`src/rtl/i2c_master_pkg.sv`:
```
// i2c_master_pkg: shared state encoding, bit-counter width and idle bus levels for the I2C master.
package i2c_master_pkg;
  typedef enum logic [3:0] {
    IDLE, START, ADDR, RWBIT, ADDR_ACK, WRITE, DATA_ACK, READ, MACK, STOP
  } state_t;
  localparam int BIT_W = 3;
  localparam logic SDA_IDLE = 1'b1;
  localparam logic SCL_IDLE = 1'b1;
endpackage

```
`src/rtl/i2c_master_fsm_if.sv`:
```
// i2c_master_fsm_if: CPU-side request/response and pad signals of the I2C master.
// Optional nack flag appears when I2C_MASTER_NACK_FLAG_EN is defined.
interface i2c_master_fsm_if;
  logic       start;
  logic [6:0] address;
  logic       rw;
  logic [7:0] idata;
  logic       ack_addr;
  logic       sda_in;
  logic       hold;
  logic [7:0] odata;
  logic       i2c_sda;
  logic       i2c_scl;
`ifdef I2C_MASTER_NACK_FLAG_EN
  logic       nack;
`endif
  modport master (
    input  start, address, rw, idata, ack_addr, sda_in,
    output hold, odata, i2c_sda, i2c_scl
`ifdef I2C_MASTER_NACK_FLAG_EN
    , output nack
`endif
  );
  modport slave (
    output start, address, rw, idata, ack_addr, sda_in,
    input  hold, odata, i2c_sda, i2c_scl
`ifdef I2C_MASTER_NACK_FLAG_EN
    , input nack
`endif
  );
endinterface

```
`src/rtl/i2c_scl_gen.sv`:
```
// i2c_scl_gen: SCL_HALF divider giving the SCL level plus rise/fall strobes for the edge about to happen.
module i2c_scl_gen
  import i2c_master_pkg::*;
#(
  parameter int SCL_HALF = 1
) (
  input  logic clk,
  input  logic rst,
  input  logic i_en,
  input  logic i_park,
  output logic o_scl,
  output logic o_rise,
  output logic o_fall
);
  localparam int CW = SCL_HALF > 1 ? $clog2(SCL_HALF) : 1;
  logic [CW-1:0] r_cnt;
  logic          r_scl;
  logic          w_tick;
  assign w_tick = i_en && r_cnt == CW'(SCL_HALF - 1);
  assign o_rise = w_tick && !r_scl;
  assign o_fall = w_tick && r_scl;
  assign o_scl  = r_scl;
  // i_park keeps SCL high through the final fall strobe so STOP can finish with SDA rising
  always_ff @(posedge clk) begin
    if (rst) begin
      r_cnt <= '0;
      r_scl <= SCL_IDLE;
    end else begin
      r_cnt <= (!i_en || w_tick) ? '0 : r_cnt + 1'b1;
      r_scl <= !i_en || (w_tick ? (!r_scl || i_park) : r_scl);
    end
  end
endmodule

```
`src/rtl/i2c_master_fsm.sv`:
```
// i2c_master_fsm: single-byte I2C master (START, addr+rw, ack wait, write or read byte, STOP).
// Define I2C_MASTER_NACK_FLAG_EN to get a sticky address-timeout nack output.
module i2c_master_fsm
  import i2c_master_pkg::*;
#(
  parameter int SCL_HALF     = 1,
  parameter int ACK_WAIT_MAX = 8
) (
  input logic               clk,
  input logic               reset,
  i2c_master_fsm_if.master  bus
);
  localparam int WW = $clog2(ACK_WAIT_MAX + 1);
  state_t           r_state;
  logic [BIT_W-1:0] r_bit;
  logic [WW-1:0]    r_wait;
  logic [7:0]       r_tx, r_data, r_shift, r_odata;
  logic             r_rw, r_sda, r_hold;
  logic             w_scl, w_rise, w_fall;
`ifdef I2C_MASTER_NACK_FLAG_EN
  logic r_nack;
  assign bus.nack = r_nack;
`endif
  assign bus.i2c_sda = r_sda;
  assign bus.i2c_scl = w_scl;
  assign bus.hold    = r_hold;
  assign bus.odata   = r_odata;
  i2c_scl_gen #(.SCL_HALF(SCL_HALF)) u_scl (
    .clk    (clk),
    .rst    (reset),
    .i_en   (r_state != IDLE),
    .i_park (r_state == STOP),
    .o_scl  (w_scl),
    .o_rise (w_rise),
    .o_fall (w_fall)
  );
  // Every slot begins on an SCL fall strobe: the state names the slot just finished
  always_ff @(posedge clk) begin
    if (reset) begin
      r_state <= IDLE;
      r_sda   <= SDA_IDLE;
      r_hold  <= 1'b0;
      r_odata <= '0;
      r_tx    <= '0;
      r_data  <= '0;
      r_shift <= '0;
      r_rw    <= 1'b0;
      r_bit   <= '0;
      r_wait  <= '0;
`ifdef I2C_MASTER_NACK_FLAG_EN
      r_nack  <= 1'b0;
`endif
    end else begin
      if (r_state == READ && w_rise) r_shift <= {r_shift[6:0], bus.sda_in};
      if (r_state == IDLE) begin
        r_hold <= bus.start && !r_hold;
        if (bus.start && !r_hold) begin
          r_state <= START;
          r_sda   <= 1'b0;
          r_tx    <= {bus.address, bus.rw};
          r_rw    <= bus.rw;
          r_data  <= bus.idata;
`ifdef I2C_MASTER_NACK_FLAG_EN
          r_nack  <= 1'b0;
`endif
        end
      end else if (w_fall) begin
        case (r_state)
          START, ADDR: begin
            r_sda   <= r_tx[7];
            r_tx    <= {r_tx[6:0], 1'b0};
            r_bit   <= r_state == START ? BIT_W'(6) : r_bit - 1'b1;
            r_state <= (r_state == ADDR && r_bit == '0) ? RWBIT : ADDR;
          end
          RWBIT: begin
            r_sda   <= 1'b1;
            r_tx    <= r_data;
            r_wait  <= '0;
            r_state <= ADDR_ACK;
          end
          ADDR_ACK: begin
            if (bus.ack_addr) begin
              r_state <= r_rw ? READ : WRITE;
              r_sda   <= r_rw | r_tx[7];
              r_tx    <= {r_tx[6:0], 1'b0};
              r_bit   <= BIT_W'(7);
            end else if (r_wait == WW'(ACK_WAIT_MAX - 1)) begin
              r_state <= STOP;
              r_sda   <= 1'b0;
`ifdef I2C_MASTER_NACK_FLAG_EN
              r_nack  <= 1'b1;
`endif
            end else begin
              r_wait <= r_wait + 1'b1;
            end
          end
          WRITE: begin
            r_sda   <= r_bit == '0 ? 1'b1 : r_tx[7];
            r_tx    <= {r_tx[6:0], 1'b0};
            r_bit   <= r_bit - 1'b1;
            r_state <= r_bit == '0 ? DATA_ACK : WRITE;
          end
          READ: begin
            r_bit <= r_bit - 1'b1;
            if (r_bit == '0) begin
              r_state <= MACK;
              r_odata <= r_shift;
            end
          end
          DATA_ACK, MACK: begin
            r_state <= STOP;
            r_sda   <= 1'b0;
          end
          STOP: begin
            r_state <= IDLE;
            r_sda   <= SDA_IDLE;
          end
          default: r_state <= IDLE;
        endcase
      end
    end
  end
endmodule

```
`src/flat_wrapper.sv`:
```
// flat-port wrapper written by rule: the top's interface ports become plain ports
module i2c_master_fsm_flat import i2c_master_pkg::*;
#(
  parameter int SCL_HALF     = 1,
  parameter int ACK_WAIT_MAX = 8
)
  (clk, reset, bus_start, bus_address, bus_rw, bus_idata, bus_ack_addr, bus_sda_in, bus_hold, bus_odata, bus_i2c_sda, bus_i2c_scl);
  i2c_master_fsm_if bus_i ();
  input logic clk;
  input logic reset;
  input wire logic [$bits(bus_i.start)-1:0] bus_start;
  input wire logic [$bits(bus_i.address)-1:0] bus_address;
  input wire logic [$bits(bus_i.rw)-1:0] bus_rw;
  input wire logic [$bits(bus_i.idata)-1:0] bus_idata;
  input wire logic [$bits(bus_i.ack_addr)-1:0] bus_ack_addr;
  input wire logic [$bits(bus_i.sda_in)-1:0] bus_sda_in;
  output wire logic [$bits(bus_i.hold)-1:0] bus_hold;
  output wire logic [$bits(bus_i.odata)-1:0] bus_odata;
  output wire logic [$bits(bus_i.i2c_sda)-1:0] bus_i2c_sda;
  output wire logic [$bits(bus_i.i2c_scl)-1:0] bus_i2c_scl;
  assign bus_i.start = bus_start;
  assign bus_i.address = bus_address;
  assign bus_i.rw = bus_rw;
  assign bus_i.idata = bus_idata;
  assign bus_i.ack_addr = bus_ack_addr;
  assign bus_i.sda_in = bus_sda_in;
  assign bus_hold = bus_i.hold;
  assign bus_odata = bus_i.odata;
  assign bus_i2c_sda = bus_i.i2c_sda;
  assign bus_i2c_scl = bus_i.i2c_scl;
  i2c_master_fsm #(.SCL_HALF(SCL_HALF), .ACK_WAIT_MAX(ACK_WAIT_MAX)) u_core (.clk(clk), .reset(reset), .bus(bus_i));
endmodule
```
`config.mk`:
```
export PLATFORM = sky130hd
export DESIGN_NAME = i2c_master_fsm_flat
export DESIGN_NICKNAME = d
export VERILOG_FILES = /design/src/rtl/i2c_master_pkg.sv /design/src/rtl/i2c_master_fsm_if.sv /design/src/rtl/i2c_scl_gen.sv /design/src/rtl/i2c_master_fsm.sv /design/src/flat_wrapper.sv
export SDC_FILE = /design/constraint.sdc
export NUM_CORES = 1
export LEC_CHECK = 0
export ABC_CLOCK_PERIOD_IN_PS = 2500
export BUFFER_PORTS_ARGS = -buffer_cell sky130_fd_sc_hd__buf_2
export CAP_MARGIN = 20
export CORE_UTILIZATION = 57
export CTS_CLUSTER_SIZE = 40
export DETAILED_ROUTE_END_ITERATION = 10
export GPL_TIMING_DRIVEN = 0
export PLACE_DENSITY = 0.79
export SLEW_MARGIN = 20
export SYNTH_ARGS = -nofsm -noshare
export SYNTH_HDL_FRONTEND = slang
export SYNTH_HIERARCHICAL = 1
export SYNTH_SLANG_ARGS = --single-unit
```
`constraint.sdc`:
```
create_clock -name clk -period 2.5 [get_ports clk]
set_input_delay 0.125 -clock clk [delete_from_list [all_inputs] [get_ports clk]]
set_output_delay 0.125 -clock clk [all_outputs]
set_load 0.01 [all_outputs]
```
# Word level (Yosys, flattened, before mapping)
# Cells that the tools add are included.
# W data, S select, Z words.
dict set report word_totals {
  inputBits 21
  reg_bits 48
  out_inout_bits 11
}
dict set report classes {
  eq_ne 17
  muxes 29
  reduce_logical 33
  n_addsub 3
  bitwise_logic 3
}
# operator count
set ops {}
lappend ops {{$mux W4} 8}
lappend ops {{$mux W8} 4}
lappend ops {{$pmux W4 S6} 1}
lappend ops {{$pmux W8 S3} 1}
lappend ops {{$eq A4 B3 Y1 const B} 5}
lappend ops {{$reduce_and A4 Y1} 5}
lappend ops {{$reduce_or A2 Y1} 5}
lappend ops {{$pmux W3 S3} 1}
lappend ops {{$eq A4 B2 Y1 const B} 2}
lappend ops {{$eq A4 B4 Y1 const B} 2}
lappend ops {{$mux W1} 8}
lappend ops {{$ne A2 B2 Y1 const B} 4}
lappend ops {{$pmux W4 S2} 1}
lappend ops {{$reduce_bool A4 Y1} 2}
lappend ops {{$logic_and A1 B1 Y1} 6}
lappend ops {{$mux W3} 2}
lappend ops {{$reduce_bool A6 Y1} 1}
lappend ops {{$pmux W1 S5} 1}
lappend ops {{$reduce_and A5 Y1} 1}
lappend ops {{$add A4 B1 Y4 const B} 1}
lappend ops {{$eq A4 B1 Y1 const B} 1}
lappend ops {{$logic_not A4 Y1} 1}
lappend ops {{$mux W2} 2}
lappend ops {{$ne A4 B2 Y1 const B} 1}
lappend ops {{13 further kinds} 19}

# Depth between registers and ports, before layout
# Gate-level depths: netlist (run 1).
dict set report depth {
  ltp_word 6
  depth_mapped 10
  mapped_depth_nobuf 7
}

# Modules after synthesis
# The synthesis (run 1) kept the hierarchy.
# module n_inst seq_area_each_um2 area_each_um2 cells_each
set modules_own_cells {}
lappend modules_own_cells {i2c_master_fsm 1 920.9 2298.5 280}
lappend modules_own_cells {i2c_scl_gen 1 40.0 91.3 9}

# Least setup slack after synthesis (run 1)
# No wires, ideal clock.
dict set report synth_path {
  path_type {reg2reg}
  start {reg u_core.r_state[3]}
  end {reg u_core.r_tx[1]}
  path_buffers 3
  synth_period_minus_slack_ns 2.279
  path_stages_with_launch 11
  slack_ns 0.221
  setup_time_ns 0.117
  arrival_time_ns 2.162
  cell_sequence {dfxtp_1 buf_2 nor4_4 clkinv_1 clkbuf_1 and3b_2 mux2i_1 or3b_4 nor2b_4 buf_6 a22o_1}
}
dict set report synth_via {
  elab_chain_cells 5
  word_cells_on_any_way 18
}
# element line_no
set synth_rtl {}
lappend synth_rtl {{from (decl)} i2c_master_fsm.sv:14} ;# state_t r_state;
lappend synth_rtl {{from (signal assigned)} i2c_master_fsm.sv:73} ;# r_state <= (r_state == ADDR && r_bit == '0) ? RWBIT : ADDR;
lappend synth_rtl {{from (signal assigned)} i2c_master_fsm.sv:83} ;# r_state <= r_rw ? READ : WRITE;
lappend synth_rtl {{from (signal assigned)} i2c_master_fsm.sv:101} ;# r_state <= r_bit == '0 ? DATA_ACK : WRITE;
lappend synth_rtl {{$reduce_bool A4 Y1} i2c_master_fsm.sv:31} ;# .i_en (r_state != IDLE),
lappend synth_rtl {{$logic_and A1 B1 Y1} i2c_scl_gen.sv:19} ;# assign w_tick = i_en && r_cnt == CW'(SCL_HALF - 1);
lappend synth_rtl {{$logic_and A1 B1 Y1} i2c_scl_gen.sv:21} ;# assign o_fall = w_tick && r_scl;
lappend synth_rtl {{named net u_core.w_fall} i2c_master_fsm.sv:19} ;# logic w_scl, w_rise, w_fall;
lappend synth_rtl {{$reduce_bool A2 Y1 (no line)} -}
lappend synth_rtl {{$reduce_and A4 Y1 (no line)} -}
lappend synth_rtl {{to (signal assigned)} i2c_master_fsm.sv:60} ;# r_tx <= {bus.address, bus.rw};
lappend synth_rtl {{to (signal assigned)} i2c_master_fsm.sv:71} ;# r_tx <= {r_tx[6:0], 1'b0};
lappend synth_rtl {{to (signal assigned)} i2c_master_fsm.sv:77} ;# r_tx <= r_data;
lappend synth_rtl {{to (decl)} i2c_master_fsm.sv:17} ;# logic [7:0] r_tx, r_data, r_shift, r_odata;
# The timed path passes the listed nets, and every way through them passes these cells. The select of a mux whose other input is x is not followed.
# A chain may end at the register's enable or synchronous reset.

# Worst setup path after layout (run 1)
dict set report layout_path {
  start {reg u_core.r_state[1]}
  end {reg u_core.r_tx[2]}
}
# Same word-level chain as after synthesis.

==> results of run 1 <==
==> layout make-up <==
type,instances,share of cell area
Multi-Input combinational cell,215,0.4855
Sequential cell,48,0.3531
Timing Repair Buffer,31,0.05793
Buffer,19,0.03080
Clock buffer,6,0.02667
Tap cell,50,0.02299
Clock inverter,2,0.01287
Inverter,6,0.01011
==> routing by layer <==
| metal | share of wire | wire [um] |
|---|---|---|
| met1 | 0.49 | 2588 |
| met5 | 0 | 0 |
| met3 | 0.050 | 265 |
| met2 | 0.45 | 2355 |
| met4 | 0.0088 | 46 |
==> layout by cell type, fill, tap and decap left out, types with 3 or more instances in the layout <==
cell type  instances
dfxtp_1           48
nand2b_1           3
o21ai_0            9
clkbuf_1          11
inv_1              5
a22o_1             8
nand3_1            9
a21oi_1           34
o21a_1             3
nor3_1             4
clkbuf_8           5
nor2b_1            7
ha_1               3
nand2_1           37
a41oi_1            3
buf_2             34
buf_1              4
nand3b_1           4
mux2i_1           19
nor2_1            29
==> power by group <==
group          switching, uW  internal, uW  leakage (uW)  total (uW)
sequential               112           911      0.000391        1020
combinational            722           543      0.000617        1260
clock                    249           297     0.0000552         546
total                   1080          1750       0.00106        2830
==> state kept, by name, indices dropped and copies added, names as in the netlist <==
signal and count:
u_core/bus.hold 1, u_core/bus.i2c_sda 1, u_core/bus.odata 8, u_core/r_bit 3, u_core/r_data 8, u_core/r_rw 1, u_core/r_shift 8, u_core/r_state 4
u_core/r_tx 8, u_core/r_wait 4, u_core/u_scl/o_scl 1, u_core/u_scl/r_cnt 1
==> final timing paths <==
kind | end | slack, ns
worst max register to register | u_core/r_tx[2]$_SDFFE_PP0P_ | 0.25
worst max-delay path | u_core/r_tx[2]$_SDFFE_PP0P_ | 0.25
worst min-delay path | u_core/u_scl/o_scl$_SDFF_PP1_ | 0.05
worst min register to register | u_core/r_shift[7]$_SDFFE_PP0P_ | 0.46
==> tightest hold or removal path, cell delays in order <==
cell	delay, ns
buf_2	0.09
nor2b_1	0.04
o21ai_1	0.06
==> metrics by stage <==
| stage | total power [uW] | TNS, ns |
|---|---|---|
| CTS | 2797 | 0 |
| floorplan | 1985 | 0 |
| detailed placement | 2251 | -3.231 |
| global placement | 2232 | -3.202 |
| global route | 3021 | 0 |
| finish | 2833 | 0 |
==> timing repair <==
| item | 4_1_cts | 5_1_grt |
|---|---|---|
| pin swaps | 0 | 1 |
| resized for setup | 2 | 1 |
| setup endpoints to repair | 23 | 19 |
| setup buffers | 0 | 1 |
| hold buffers | 0 | 0 |
==> cells by family after synthesis <==
logic type                 count (synthesis)  share of synthesized area
adders and majority gates                  3                    0.01571
buffers and inverters                     26                    0.04607
DFF                                       48                     0.4021
muxes                                     19                    0.07958
other                                      1                   0.001569
AOI/OAI and AO/OA                         76                     0.2021
and+or+nand+nor                          114                     0.2456
xor gates and xnor gates                   2                   0.007331
==> results.sh, run 1 <==
export IMPL_drtAntennaViolNets=0
export IMPL_required_ns=2.74
export IMPL_synth_area_sq_um=2390
export IMPL_placedCellCount=369
export IMPL_tightest_slew_ns=0.7569
export IMPL_grt_pass1_wl_um=8666
export IMPL_finalWirelength_um=5256
export IMPL_fillCellCount=334
export IMPL_slew_headroom=0.4927
export IMPL_cp_slowest_cell="dfxtp_1"
export IMPL_cts_buffers_inserted=5
export IMPL_min_period_over_period=0.8993
export IMPL_rsz0062_at_grt="false"
export IMPL_htreeDepth=2
export IMPL_min_path_type="input pin to flop"
export IMPL_global_route_overflow_total=0
export IMPL_core_sq_um=4000
export IMPL_holdCritStartpoint="reset"
export IMPL_r2r_start="u_core/r_state[1]$_SDFFE_PP0P_"
export IMPL_ys_ff_latch=48
export IMPL_ys_seq_area_frac=0.4021
export IMPL_synth_top_area_share=0.4021
export IMPL_setup_ws_ns=0.2518
export IMPL_end_kind="flop"
export IMPL_status="finished clean"
export IMPL_crit_fanout=19
export IMPL_fp_dieW_um=66.75
export IMPL_drive_above_1_share=0.1590
export IMPL_reg2regPathDepth=8
export IMPL_cts_root_buf="clkbuf_8"
export IMPL_gr_usage_met1=0.3593
export IMPL_synth_top_area_cell="dfxtp_1"
export IMPL_setup_worst_path_start="u_core/r_state[1]$_SDFFE_PP0P_"
export IMPL_via_per_inst=5.695
export IMPL_dpl_hpwl_um=3765
export IMPL_num_vias=2147
export IMPL_die_area_sq_um=4456
export IMPL_clock_path_buffers=2
export IMPL_synth_cell_types=53
export IMPL_numPortBuffers=30
export IMPL_finalHoldViolations=0
export IMPL_ff_latch_area_sq_um=960.9
export IMPL_insertion_delay_ns=0.30
export IMPL_ir_drop_mv=0.5391
export IMPL_syn_avg_cell_area_sq_um=8.269
export IMPL_use_met2=0.3763
export IMPL_routabilityCongestion=0.9211
export IMPL_path_buf_inv=2
export IMPL_grt_max_degree=20
export IMPL_min_path_cells=3
export IMPL_fin_nets=350
export IMPL_utilization=0.6803
export IMPL_post_route_min_period_ns=2.248
export IMPL_antenna_found_initial=0
export IMPL_startpoint_type="flop"
export IMPL_ys_flop_type="dfxtp_1"
export IMPL_synth_commonest_cells="dfxtp_1 (48), nand2_1 (37), a21oi_1 (34)"
export IMPL_place_area_sq_um=2603
export IMPL_multi_input_area_sq_um=1321
export IMPL_clock_sinks=48
export IMPL_slew_viol_final=0
export IMPL_drt_pass1_iter_count=4
export IMPL_dp_slack_ns=-0.2821
export IMPL_synthArstFlopShare=0
export IMPL_busiest_layer="met2"
export IMPL_pin_count=32
export IMPL_path_depth=8
export IMPL_synth_most_common_cell="dfxtp_1"
export IMPL_clk_pin_slew_ns=0.08
export IMPL_finalSetupViolCount=0
export IMPL_num_rows=23
export IMPL_synth_cells=289
export IMPL_drc=0
export IMPL_crit_family="simple AND/OR/NAND/NOR gates"
export IMPL_cp_cell_sequence="nor4_4, clkinv_4, and3b_2, mux2i_1, or3b_4, nor2b_4, buf_6, a22o_1"
export IMPL_fin_area_sq_um=2721
export IMPL_whs_ns=0.05120
export IMPL_instances_no_fill=377
export IMPL_crit_path_max_incr_delay_ns=0.39
export IMPL_n_antenna_cell=0
export IMPL_max_freq_ghz=0.4448
export IMPL_first_global_vias=1903
export IMPL_path_class="flop to flop"
export IMPL_drtIter0Drc=208
export IMPL_wire_per_inst_um=13.94
export IMPL_power_density_nw_per_um2=1041
export IMPL_syn2layout_area_growth_pct=13.87
export IMPL_critical_path_arrival_ns=2.49
export IMPL_grt_use_total=0.2586
export IMPL_yosys_warnings=6
export IMPL_p_leak_uw=0.001063
export IMPL_clock_skew_ns=0.003812
export IMPL_met3_usage=0.06164
export IMPL_initial_core_util=0.5974
export IMPL_cts_tree="yes"
export IMPL_syn_nets=313
export IMPL_maxCapViolCount=0
export IMPL_die_height_um=66.75
export IMPL_synth_area_leaders="dfxtp_1 (40%), mux2i_1 (8.0%), a21oi_1 (7.1%), nand2_1 (5.8%), nor2_1 (4.7%)"
export IMPL_synth_edf_count=0
(Power assumes the default switching activity.)
==> run 2, diff against run 1 <==
--- a/config.mk
+++ b/config.mk
@@ -8,11 +8,12 @@
 export ABC_CLOCK_PERIOD_IN_PS = 2500
 export BUFFER_PORTS_ARGS = -buffer_cell sky130_fd_sc_hd__buf_2
 export CAP_MARGIN = 20
-export CORE_UTILIZATION = 57
+export CORE_UTILIZATION = 59
+export CTS_BUF_LIST = sky130_fd_sc_hd__clkbuf_4
 export CTS_CLUSTER_SIZE = 40
 export DETAILED_ROUTE_END_ITERATION = 10
 export GPL_TIMING_DRIVEN = 0
-export PLACE_DENSITY = 0.79
+export PLACE_DENSITY = 0.81
 export SLEW_MARGIN = 20
 export SYNTH_ARGS = -nofsm -noshare
 export SYNTH_HDL_FRONTEND = slang
==> run 2 against run 1 <==
Power increased by 3.4%. Hold slack got worse by 0.030 ns. Register-to-register slack lost 0.15 ns. Sequential share of layout area down 1.3 points. Clock-buffer cell count decreased by 1. Global-route usage up 2.6 points. Critical path type unchanged. Critical endpoint unchanged.
==> results.sh, run 2 (synthesis gave the netlist of run 1 again) <==
export IMPL_status="finished clean"
export IMPL_drt_pass1_iter_count=4
export IMPL_crit_fanout=19
export IMPL_fin_area_sq_um=2823
export IMPL_die_height_um=65.65
export IMPL_wire_per_inst_um=15.19
export IMPL_min_path_type="input pin to flop"
export IMPL_initial_core_util=0.6337
export IMPL_pin_count=32
export IMPL_max_freq_ghz=0.4174
export IMPL_placedCellCount=367
export IMPL_insertion_delay_ns=0.36
export IMPL_required_ns=2.81
export IMPL_clock_sinks=48
export IMPL_clock_skew_ns=0.005057
export IMPL_fin_nets=361
export IMPL_antenna_found_initial=0
export IMPL_core_sq_um=3771
export IMPL_grt_max_degree=20
export IMPL_fp_dieW_um=65.65
export IMPL_startpoint_type="flop"
export IMPL_instances_no_fill=386
export IMPL_die_area_sq_um=4309
export IMPL_maxCapViolCount=0
export IMPL_finalHoldViolations=0
export IMPL_finalWirelength_um=5864
export IMPL_layout_common_cells="dfxtp_1 (48), nand2_1 (37), buf_2 (34), a21oi_1 (34), nor2_1 (30)"
export IMPL_ir_drop_mv=0.5803
export IMPL_via_per_inst=5.930
export IMPL_slew_headroom=0.4762
export IMPL_post_route_min_period_ns=2.396
export IMPL_first_global_vias=1991
export IMPL_layout_commonest_cell="dfxtp_1"
export IMPL_tightest_slew_ns=0.7814
export IMPL_end_kind="flop"
export IMPL_htreeDepth=2
export IMPL_fin_tns_setup_ns=0
export IMPL_p_leak_uw=0.001110
export IMPL_routabilityCongestion=0.9167
export IMPL_cts_buffers_inserted=5
export IMPL_clock_path_buffers=2
export IMPL_num_vias=2289
export IMPL_drc=0
export IMPL_global_route_overflow_total=0
export IMPL_slew_viol_final=0
export IMPL_clk_pin_slew_ns=0.14
export IMPL_syn2layout_area_growth_pct=18.12
export IMPL_drive_above_1_share=0.1568
export IMPL_place_area_sq_um=2600
export IMPL_finalSetupViolCount=0
export IMPL_dpl_hpwl_um=3860
export IMPL_path_class="flop to flop"
export IMPL_grt_pass1_wl_um=9266
export IMPL_grt_use_total=0.2843
export IMPL_numPortBuffers=30
export IMPL_ff_latch_area_sq_um=960.9
export IMPL_multi_input_area_sq_um=1319
export IMPL_critical_path_arrival_ns=2.71
export IMPL_cts_tree="yes"
export IMPL_n_antenna_cell=0
export IMPL_min_period_over_period=0.9584
export IMPL_drtIter0Drc=172
export IMPL_power_density_nw_per_um2=1038
export IMPL_num_rows=22
export IMPL_fillCellCount=282
export IMPL_drtAntennaViolNets=0
export IMPL_cts_root_buf="clkbuf_4"
run 2: repair_timing:
action,in CTS,in global routing
hold endpoints to repair,10,0
pin swaps,0,1
setup buffers,0,2
resized for setup,2,0
hold buffers,10,0
endpoints found under the setup margin,27,12
run 2: cell type report:
class / count / area share
Sequential cell: 48 / 0.3404
Multi-Input combinational cell: 215 / 0.4672
Timing Repair Buffer: 42 / 0.09397
Tap cell: 48 / 0.02128
Clock buffer: 5 / 0.01330
Clock inverter: 3 / 0.02438
Inverter: 6 / 0.009752
Buffer: 19 / 0.02970
run 2: path summary, 6_finish.rpt:
| kind | from | slack (ns) | end | cells after the start |
|---|---|---|---|---|
| setup / recovery | u_core/r_state[1]$_SDFFE_PP0P_ | 0.10 | u_core/r_tx[2]$_SDFFE_PP0P_ | 8 |
| hold / removal | bus_sda_in | 0.02 | u_core/r_shift[0]$_SDFFE_PP0P_ | 3 |
| setup reg to reg | u_core/r_state[1]$_SDFFE_PP0P_ | 0.10 | u_core/r_tx[2]$_SDFFE_PP0P_ | 8 |
| hold reg to reg | u_core/r_data[6]$_SDFFE_PP0P_ | 0.47 | u_core/r_data[6]$_SDFFE_PP0P_ | 2 |
run 2: critical path: stages, from the launching register on:
cell and delay, ns:
dfxtp_1 0.42, nor4_4 0.44, clkinv_4 0.23, and3b_2 0.31
mux2i_1 0.29, or3b_4 0.22, nor2b_4 0.14, buf_6 0.13
a22o_1 0.16
run 2: report_power, final:
| group | switching (uW) | total [uW] | leakage (uW) | internal, uW |
|---|---|---|---|---|
| combinational | 763 | 1330 | 0.000664 | 570 |
| sequential | 112 | 1020 | 0.000391 | 911 |
| clock | 260 | 575 | 0.0000558 | 315 |
run 2: through the flow:
| stage | total power, uW | util | hold WS [ns] | setup slack (ns) |
|---|---|---|---|---|
| final | 2931 | 0.7485 | 0.02167 | 0.1040 |
| after global routing | 3086 | 0.7485 | 0.03427 | -0.007663 |
| after CTS | 2852 | 0.7445 | 0.01674 | 0.01916 |
| after detailed placement | 2265 | 0.6894 | 0.3474 | -0.2827 |
| after global placement | 2231 | 0.6894 | 0.3447 | -0.2574 |
| after floorplan | 1985 | - | 0.2324 | 0.2213 |
run 2: layer usage:
metal  vias up  global-route usage  share of wire
met5         -                   0              0
met4         0              0.1005          0.014
met3         6             0.04340          0.060
met2        76              0.4681           0.48
met1      1094              0.3737           0.44
li1       1113                   -              -
==> run 3, diff against run 2 <==
--- a/config.mk
+++ b/config.mk
@@ -12,7 +12,7 @@
 export CTS_BUF_LIST = sky130_fd_sc_hd__clkbuf_4
 export CTS_CLUSTER_SIZE = 40
 export DETAILED_ROUTE_END_ITERATION = 10
-export GPL_TIMING_DRIVEN = 0
+export GPL_TIMING_DRIVEN = 1
 export PLACE_DENSITY = 0.81
 export SLEW_MARGIN = 20
 export SYNTH_ARGS = -nofsm -noshare
==> run 3 against run 2 <==
Clock skew increased by 0.0086 ns. Clock-buffer cell count increased by 1. Routed wire length decreased by 11%. Largest power group unchanged. Sequential share of layout area increased by 0.85 points. Power decreased by 9.5%. Non-clock buffer count decreased by 10. Flip-flop and latch count unchanged. Critical path depth decreased by 1. Highest routed layer unchanged. Combinational power decreased by 5%. Core utilization decreased by 1.8 points. Largest cell class unchanged. Critical path type unchanged. Register-to-register slack improved by 0.12 ns.
==> results.sh, run 3 (synthesis gave the netlist of run 1 again) <==
export IMPL_status="finished clean"
export IMPL_routabilityCongestion=0.8618
export IMPL_end_kind="flop"
export IMPL_pin_count=32
export IMPL_drive_above_1_share=0.1707
export IMPL_maxCapViolCount=0
export IMPL_critical_path_arrival_ns=2.56
export IMPL_startpoint_type="flop"
export IMPL_path_class="flop to flop"
export IMPL_instances_no_fill=376
export IMPL_layout_commonest_cell="dfxtp_1"
export IMPL_whs_endpoint="u_core/r_tx[2]$_SDFFE_PP0P_"
export IMPL_insertion_delay_ns=0.37
export IMPL_core_sq_um=3771
export IMPL_fin_area_sq_um=2754
export IMPL_die_area_sq_um=4309
export IMPL_drtIter0Drc=182
export IMPL_min_path_type="input pin to flop"
export IMPL_r2r_end="u_core/r_state[3]$_SDFFE_PP0P_"
export IMPL_antenna_found_initial=0
export IMPL_wire_per_inst_um=13.89
export IMPL_place_area_sq_um=2592
export IMPL_grt_max_degree=28
export IMPL_num_vias=2181
export IMPL_num_rows=22
export IMPL_clock_skew_ns=0.01364
export IMPL_utilization=0.7303
export IMPL_slew_headroom=0.6433
export IMPL_p_sw_uw=1061
export IMPL_via_per_inst=5.801
export IMPL_clkPwrFrac=0.133
export IMPL_r2r_slack_ns=0.23
export IMPL_power_frac_comb=0.480
export IMPL_grt_use_total=0.2688
export IMPL_r2r_start="u_core/r_state[2]$_SDFFE_PP0P_"
export IMPL_grt_pass1_wl_um=8811
export IMPL_min_period_over_period=0.9095
export IMPL_n_antenna_cell=0
export IMPL_finalHoldViolations=0
export IMPL_initial_core_util=0.6337
export IMPL_cts_tree="yes"
export IMPL_p_int_uw=1592
export IMPL_drtAntennaViolNets=0
export IMPL_ir_drop_mv=0.6663
export IMPL_finalSetupViolCount=0
export IMPL_holdCritStartpoint="bus_address[1]"
export IMPL_drc=0
export IMPL_fp_dieW_um=65.65
export IMPL_fin_tns_setup_ns=0
export IMPL_clk_pin_slew_ns=0.14
export IMPL_p_seq_frac=0.387
export IMPL_p_leak_uw=0.001084
export IMPL_htreeDepth=2
export IMPL_crit_fanout=13
export IMPL_layout_common_cells="dfxtp_1 (48), nand2_1 (37), a21oi_1 (34)"
export IMPL_numPortBuffers=31
export IMPL_cts_root_buf="clkbuf_4"
export IMPL_die_height_um=65.65
export IMPL_whs_ns=0.1204
export IMPL_min_path_cells=4
export IMPL_syn2layout_area_growth_pct=15.24
export IMPL_clock_sinks=48
export IMPL_max_freq_ghz=0.4398
export IMPL_swShare=0.3999
export IMPL_tightest_slew_ns=0.5327
export IMPL_dpl_hpwl_um=3642
export IMPL_slew_viol_final=0
export IMPL_required_ns=2.78
export IMPL_rsz0062_at_grt="false"
export IMPL_finalWirelength_um=5224
export IMPL_reg2regPathDepth=7
export IMPL_fin_nets=351
export IMPL_power_density_nw_per_um2=963.3
export IMPL_fillCellCount=308
export IMPL_drt_pass1_iter_count=4
export IMPL_post_route_min_period_ns=2.274
export IMPL_first_global_vias=1967
export IMPL_global_route_overflow_total=0
export IMPL_clock_path_buffers=2
export IMPL_placedCellCount=358
export IMPL_cts_buffers_inserted=5
[run 3: changes by cell type in the layout (fill, tap and decap cells not counted), sizes merged]
cell      before  now
clkinv         1    2
inv            6    5
bufinv         2    0
clkbuf        15    6
clkinvlp       0    1
[run 3: worst max-delay path by stage]
stage,from,to,depth (start not counted)
5_1_grt,u_core/r_state[2]$_SDFFE_PP0P_,u_core/r_tx[3]$_SDFFE_PP0P_,7
2_1_floorplan,u_core/r_state[3]$_SDFFE_PP0P_,u_core/r_tx[1]$_SDFFE_PP0P_,10
6_report,u_core/r_state[2]$_SDFFE_PP0P_,u_core/r_state[3]$_SDFFE_PP0P_,7
4_1_cts,u_core/r_state[2]$_SDFFE_PP0P_,u_core/r_shift[4]$_SDFFE_PP0P_,6
3_5_place_dp,u_core/r_state[2]$_SDFFE_PP0P_,u_core/r_shift[5]$_SDFFE_PP0P_,6
3_3_place_gp,u_core/r_state[2]$_SDFFE_PP0P_,u_core/r_shift[4]$_SDFFE_PP0P_,6
[run 3: power by group through the flow]
stage	Sequential (uW)	Combinational (uW)	Clock, uW
floorplan	1020	968	0
global placement	1040	1210	0
detailed placement	1040	1240	0
CTS	1020	1260	365
global route	1050	1410	409
finish	1030	1270	354
[run 3: critical path: stages (launching register included)]
cell	delay, ns
dfxtp_1	0.47
nor4_4	0.38
clkinv_1	0.18
and3b_2	0.28
mux2i_1	0.29
a211o_1	0.28
nor2_1	0.08
o32ai_1	0.23
[run 3: metrics by stage]
| step | worst slack [ns] | power (uW) |
|---|---|---|
| floorplan | 0.2213 | 1985 |
| global placement | 0.2885 | 2246 |
| detailed placement | 0.2142 | 2285 |
| CTS | 0.2055 | 2650 |
| global route | 0.04382 | 2864 |
| finish | 0.2262 | 2653 |
[run 3: final cells by class]
class,count,area [sq um],area share
flip-flops and latches,48,960.9,0.3489
inverters,6,22.52,0.008178
clock buffers,6,45.04,0.01636
multi-input cells,215,1324,0.4807
repair buffers,51,330.3,0.1199
well taps,48,60.06,0.02181
clock inverters,2,11.26,0.004089
[run 3: timing repair]
action                                 in CTS  in global routing
resized for setup                           0                  1
hold buffers                                8                  2
buffers inserted                            0                  0
setup endpoints to repair                   0                  8
endpoints found under the hold margin       8                  2
[run 3: routing by layer]
layer  share of wire  vias up  GRT usage  routed length (um)
met5               0        -          0                   0
li1                -     1099          -                   -
met2            0.48       53     0.4209                2494
met1            0.47     1018     0.3491                2433
met3           0.042       11    0.05903                 219
met4           0.015        0     0.1223                  77
